**src/rtl/readout_data_arbiter.sv**
```systemverilog
`default_nettype none
// ============================================================================
// Module      : readout_data_arbiter
// Description : Merges TLU trigger words and front-end data words into one
//               32-bit output stream. TLU words win arbitration, but after
//               MAX_TLU_BURST consecutive TLU grants with FE data waiting,
//               one FE word is forced through. Also produces the NEAR_FULL
//               back-pressure flag returned to the TLU controller.
// Revision    : 1.0 - initial release
// ============================================================================
module readout_data_arbiter #(
    parameter int MAX_TLU_BURST    = 4,   // 1..15
    parameter int NEAR_FULL_CYCLES = 8    // 1..255
) (
    input  logic        BUS_CLK,
    input  logic        BUS_RST_N,

    input  logic        TLU_FIFO_EMPTY,
    input  logic [31:0] TLU_FIFO_DATA,
    output logic        TLU_FIFO_READ,

    input  logic        FE_FIFO_EMPTY,
    input  logic [31:0] FE_FIFO_DATA,
    output logic        FE_FIFO_READ,

    input  logic        OUT_FULL,
    output logic        OUT_WRITE,
    output logic [31:0] OUT_DATA,

    output logic        NEAR_FULL,
    output logic [15:0] TLU_WORD_CNT,
    output logic [15:0] FE_WORD_CNT
);

    localparam logic [3:0] c_max_burst        = 4'(MAX_TLU_BURST);
    localparam logic [7:0] c_near_full_cycles = 8'(NEAR_FULL_CYCLES);
    localparam logic       c_tag_tlu          = 1'b1;
    localparam logic       c_tag_fe           = 1'b0;

    // Output holding register and its source tag
    logic        r_out_valid;
    logic [31:0] r_out_data;
    logic        r_out_tag;

    // Arbitration and back-pressure state
    logic [3:0]  r_burst_cnt;
    logic [7:0]  r_full_cnt;
    logic        r_near_full;

    // Statistics
    logic [15:0] r_tlu_word_cnt;
    logic [15:0] r_fe_word_cnt;

    // Combinational decisions
    logic        w_out_write;
    logic        w_load;
    logic        w_grant_tlu;
    logic        w_grant_fe;
    logic [3:0]  w_burst_nxt;
    logic [7:0]  w_full_cnt_nxt;

    // The held word leaves whenever downstream has room; the register may
    // refill in the same cycle, giving one word per cycle when streaming.
    assign w_out_write = r_out_valid & ~OUT_FULL;
    assign w_load      = ~r_out_valid | w_out_write;

    // Source selection: TLU first, FE forced after a full TLU burst
    always_comb begin
        w_grant_tlu = 1'b0;
        w_grant_fe  = 1'b0;
        w_burst_nxt = r_burst_cnt;
        if (w_load) begin
            unique case ({~TLU_FIFO_EMPTY, ~FE_FIFO_EMPTY})
                2'b10: begin
                    // FE idle: the burst count is left alone on purpose
                    w_grant_tlu = 1'b1;
                end
                2'b01: begin
                    w_grant_fe  = 1'b1;
                    w_burst_nxt = 4'd0;
                end
                2'b11: begin
                    if (r_burst_cnt < c_max_burst) begin
                        w_grant_tlu = 1'b1;
                        w_burst_nxt = r_burst_cnt + 4'd1;
                    end else begin
                        w_grant_fe  = 1'b1;
                        w_burst_nxt = 4'd0;
                    end
                end
                default: begin
                    w_grant_tlu = 1'b0;
                    w_grant_fe  = 1'b0;
                end
            endcase
        end
    end

    // Reads are masked by reset so nothing is popped while the block is held
    assign TLU_FIFO_READ = w_grant_tlu & BUS_RST_N;
    assign FE_FIFO_READ  = w_grant_fe  & BUS_RST_N;

    // Output register: capture the granted word or empty out after a write
    always_ff @(posedge BUS_CLK or negedge BUS_RST_N) begin
        if (!BUS_RST_N) begin
            r_out_valid <= 1'b0;
            r_out_data  <= 32'd0;
            r_out_tag   <= c_tag_fe;
        end else if (w_grant_tlu) begin
            r_out_valid <= 1'b1;
            r_out_data  <= TLU_FIFO_DATA;
            r_out_tag   <= c_tag_tlu;
        end else if (w_grant_fe) begin
            r_out_valid <= 1'b1;
            r_out_data  <= FE_FIFO_DATA;
            r_out_tag   <= c_tag_fe;
        end else if (w_out_write) begin
            r_out_valid <= 1'b0;
        end
    end

    // Burst counter only moves on a load decision, so it freezes in a stall
    always_ff @(posedge BUS_CLK or negedge BUS_RST_N) begin
        if (!BUS_RST_N) begin
            r_burst_cnt <= 4'd0;
        end else begin
            r_burst_cnt <= w_burst_nxt;
        end
    end

    // Word counters advance on the word actually leaving, by its source tag
    always_ff @(posedge BUS_CLK or negedge BUS_RST_N) begin
        if (!BUS_RST_N) begin
            r_tlu_word_cnt <= 16'd0;
            r_fe_word_cnt  <= 16'd0;
        end else if (w_out_write) begin
            if (r_out_tag == c_tag_tlu) begin
                r_tlu_word_cnt <= r_tlu_word_cnt + 16'd1;
            end else begin
                r_fe_word_cnt  <= r_fe_word_cnt + 16'd1;
            end
        end
    end

    // Saturating count of consecutive full cycles; any free cycle restarts it
    always_comb begin
        w_full_cnt_nxt = 8'd0;
        if (OUT_FULL) begin
            if (r_full_cnt >= c_near_full_cycles) begin
                w_full_cnt_nxt = c_near_full_cycles;
            end else begin
                w_full_cnt_nxt = r_full_cnt + 8'd1;
            end
        end
    end

    // Full counter and registered NEAR_FULL flag follow the same edge, so
    // the flag rises on the Nth full cycle and drops on the first free one
    always_ff @(posedge BUS_CLK or negedge BUS_RST_N) begin
        if (!BUS_RST_N) begin
            r_full_cnt  <= 8'd0;
            r_near_full <= 1'b0;
        end else begin
            r_full_cnt  <= w_full_cnt_nxt;
            r_near_full <= (w_full_cnt_nxt == c_near_full_cycles);
        end
    end

    assign OUT_WRITE    = w_out_write;
    assign OUT_DATA     = r_out_data;
    assign NEAR_FULL    = r_near_full;
    assign TLU_WORD_CNT = r_tlu_word_cnt;
    assign FE_WORD_CNT  = r_fe_word_cnt;

endmodule
`default_nettype wire

```
**config.mk**
```make
export PLATFORM = sky130hd
export DESIGN_NAME = readout_data_arbiter
export DESIGN_NICKNAME = d
export VERILOG_FILES = /design/src/rtl/readout_data_arbiter.sv
export SDC_FILE = /design/constraint.sdc
export NUM_CORES = 1
export LEC_CHECK = 0
export ABC_CLOCK_PERIOD_IN_PS = 1650
export BUFFER_PORTS_ARGS = -buffer_cell sky130_fd_sc_hd__buf_2
export CORE_UTILIZATION = 30
export CTS_CLUSTER_SIZE = 24
export DETAILED_ROUTE_END_ITERATION = 10
export PLACE_DENSITY_LB_ADDON = 0.12
export SYNTH_ARGS = -nofsm -noshare
export SYNTH_HDL_FRONTEND = slang
export SYNTH_SLANG_ARGS = --single-unit
```
**constraint.sdc**
```tcl
create_clock -name BUS_CLK -period 1.65 [get_ports BUS_CLK]
set_input_delay 0.33 -clock BUS_CLK [delete_from_list [all_inputs] [get_ports BUS_CLK]]
set_output_delay 0.33 -clock BUS_CLK [all_outputs]
set_load 0.005 [all_outputs]
```
==> impl_metrics.yaml <==
yosys:
  synth_edf_count: 0
  synth_async_sr_flop_share: 1.00
  synthAdderAreaFrac: 0.0182
  synthSimpleGateAreaFrac: 0.181
  avgSynthCellArea_um2: 12.5
  yosys_warnings: 0
  synthCells: 275
  yosys_register_bits: 79
  synth.distinct_cells: 37
  synth_top_family_by_area: "simple AND/OR/NAND/NOR gates"
  muxShareOfSynthArea: 0.00983
  yosysSeqAreaShare: 0.575
  syn-cell-area_um2: 3440
  synth_xor_area_frac: 0.0790
  synthFlopType: "dfrtp_1"
  synth_compound_area_frac: 0.116
cells_and_area:
  n_fill_cell: 1067
  syn_to_final_growth_pct: 37.6
  finalNetCount: 507
  num_antenna_cells: 0
  drive_gt1_frac: 0.415
floorplanning:
  rows: 38
  start_util: 0.313
  core_region_area_um2: 11000
  fp.dieH_um: 109
  pin_count: 137
  die_w_um: 109
  die_area_um2: 11900
global_route:
  antenna_found_initial: 0
  grt_remaining_overflow: 0
  grt_pass1_wl_um: 13400
  grt_max_degree: 77
  grt_pass1_vias: 2664
  track_usage: 0.151
worst_setup_path:
  cp-start-kind: "register"
  crit_required_ns: 1.32
  worst_path_largest_cell_delay_ns: 0.39
  slowest_stage: "dfrtp_1"
  end_kind: "output pin"
  critPathKind: "register to output pin"
  worst-path-max-fanout: 4
  worstPathCellList: "nor3_1 -> buf_4 -> nor2_4 -> and2_1 -> buf_2"
  reg2reg_slack_ns: 0.07
  cp.arrival_ns: 1.38
sta:
  setup_slack_ns: -0.0598
  finalMaxSlewViolations: 0
  setup_viol_count_final: 2
  rsz0062_at_grt: "yes"
  finalCriticalPeriod_ns: 1.71
  clock-skew-final_ns: 0.00445
  period_share: 1.04
  fmax_mhz: 585
  whs_ns: 0.0904
  hold_viol_final: 0
clock_tree:
  clkLatencyLatePin_ns: 0.33
  cts_root_buf: "clkbuf_16"
  cts_tree: "done"
  htreeDepth: 3
  cts.sinks: 79
  path_clk_slew_ns: 0.05
  clk_path_buf_depth: 2
  cts_buffers: 9
pwr:
  p_leak_nw: 2.38
  powerDensity_nw_per_um2: 1120
  vdd_drop_max_v: 0.000489
  finalPower_w: 0.00530
routing:
  highest_layer: "met4"
  wl_um: 8630
  drtIter0Drc: 86
  vias_per_cell: 4.64
  drc_errors: 0
  wl_met2_um: 3720
  wire_per_inst_um: 15.0
  drtPass1Iterations: 4
  via_count: 2674
  wl_met3_um: 653
  wl_met1_um: 4140
  ant_nets: 0
placement:
  place_hpwl_um: 5900
  io_buffers: 136
  dp_worst_setup_slack_ns: 0.0672
  routabilityCongestion: 0.760
min_path:
  hold_class: "input pin to async pin"
outcome:
  status: "finished, violations left"
  violations: "negative setup slack"
flow_run:
  drv_cap: 0
power by group:
group | switching [W] | internal, W | total (W) | leakage, nW
sequential | 0.000252 | 0.00221 | 0.00246 | 0.999
clock | 0.000722 | 0.00108 | 0.00180 | 0.132
combinational | 0.000452 | 0.000583 | 0.00104 | 1.25
worst paths after layout:
kind | start | cells after the start | to
setup / recovery | r_burst_cnt[2] | 5 | FE_FIFO_READ
hold / removal | BUS_RST_N | 2 | TLU_WORD_CNT[13]
setup reg to reg | r_out_valid | 6 | OUT_DATA[9]
hold reg to reg | TLU_WORD_CNT[15] | 1 | TLU_WORD_CNT[15]
max in group asynchronous | BUS_RST_N | 2 | OUT_DATA[20]
min in group BUS_CLK | TLU_FIFO_DATA[31] | 2 | OUT_DATA[31]
timing repair:
action / CTS / global route
endpoints found under the hold margin: 3 / 0
hold buffers: 1 / 0
gates cloned: 0 / 1
gates resized for setup: 2 / 3
buffers inserted: 3 / 1
setup endpoints to repair: 2 / 10
pin swaps: 1 / 1
state kept, by name (all words and copies together), names as in the netlist:
signal	flops
OUT_DATA	32
NEAR_FULL	1
r_out_tag	1
r_out_valid	1
FE_WORD_CNT	16
TLU_WORD_CNT	16
r_burst_cnt	4
r_full_cnt	8
metrics by stage:
stage | cells | area (um^2) | utilization | setup TNS [ns]
2_1_floorplan | 278 | 3450 | - | 0
3_3_place_gp | 556 | 4390 | 0.399 | 0
3_5_place_dp | 556 | 4390 | 0.399 | 0
4_1_cts | 574 | 4690 | 0.427 | -0.157
5_1_grt | 576 | 4730 | 0.431 | -0.313
6_report | 576 | 4730 | 0.431 | -0.117
layer usage:
metal / vias up / global-route usage
li1: 1300 / -
met1: 1256 / 0.208
met2: 110 / 0.220
met3: 8 / 0.0478
met4: 0 / 0.0608
met5: - / 0
area by class of cell:
type,count,area [um^2],area share
flip-flops and latches,79,1980,0.418
clock inverters,1,5.00,0.00106
repair buffers,155,875,0.185
well taps,140,175,0.0370
multi-input cells,184,1420,0.300
clock buffers,13,260,0.0550
inverters,4,15.0,0.00318
cells in the mapped netlist, types with 2 or more instances:
cell | number | area share
dfrtp_1 | 79 | 0.58
a221o_1 | 32 | 0.093
nor2b_1 | 24 | 0.044
xnor2_1 | 22 | 0.056
nand2_1 | 16 | 0.017
and2b_1 | 10 | 0.022
nand3_1 | 10 | 0.015
nor2_1 | 9 | 0.0098
xor2_1 | 9 | 0.023
clkbuf_1 | 6 | 0.0066
and2_1 | 5 | 0.0091
ha_1 | 5 | 0.018
nand4_1 | 5 | 0.0091
and4_1 | 4 | 0.010
buf_2 | 4 | 0.0058
inv_1 | 4 | 0.0044
nor3_1 | 4 | 0.0058
mux2_2 | 3 | 0.0098
a21o_1 | 2 | 0.0044
a22o_1 | 2 | 0.0051
and3_1 | 2 | 0.0036
nor3b_2 | 2 | 0.0073
nor4_1 | 2 | 0.0036
layout by cell type, fill, tap and decap left out, drive strengths merged:
cell,Yosys,final
and2,5,5
a22oi,1,1
nor3,4,4
and4,5,5
and2b,10,10
a21boi,1,1
clkinv,0,1
nor2b,24,24
mux2,3,3
dlygate4sd3,0,1
and4b,1,1
a221o,32,32
clkbuf,6,14
inv,4,4
xor2,9,9
buf,5,153
nor2,9,9
a211oi,1,1
conb,1,4
nand2b,1,1
xnor2,22,22
a22o,2,2
a21o,2,2
nor3b,4,4
nor4,2,2
or4,1,1
o21ai,1,1
dfrtp,79,79
nand2,16,16
and3,2,2
nand4,6,6
ha,5,5
nand3,10,10
o31a,1,1
cell families after synthesis:
kind of cell / count (synthesis)
compound gates: 41
xor+xnor: 31
fa+ha+maj: 5
buf+inv: 15
flops: 79
mux: 3
other cells: 1
simple gates: 100
worst max-delay path: cells and delay by family, from the launching register on:
family,cells,cell delay [ns]
simple gates,3,0.38
buf+inv,2,0.29
flops,1,0.39
Note: power is estimated with default switching activity, not from simulation.
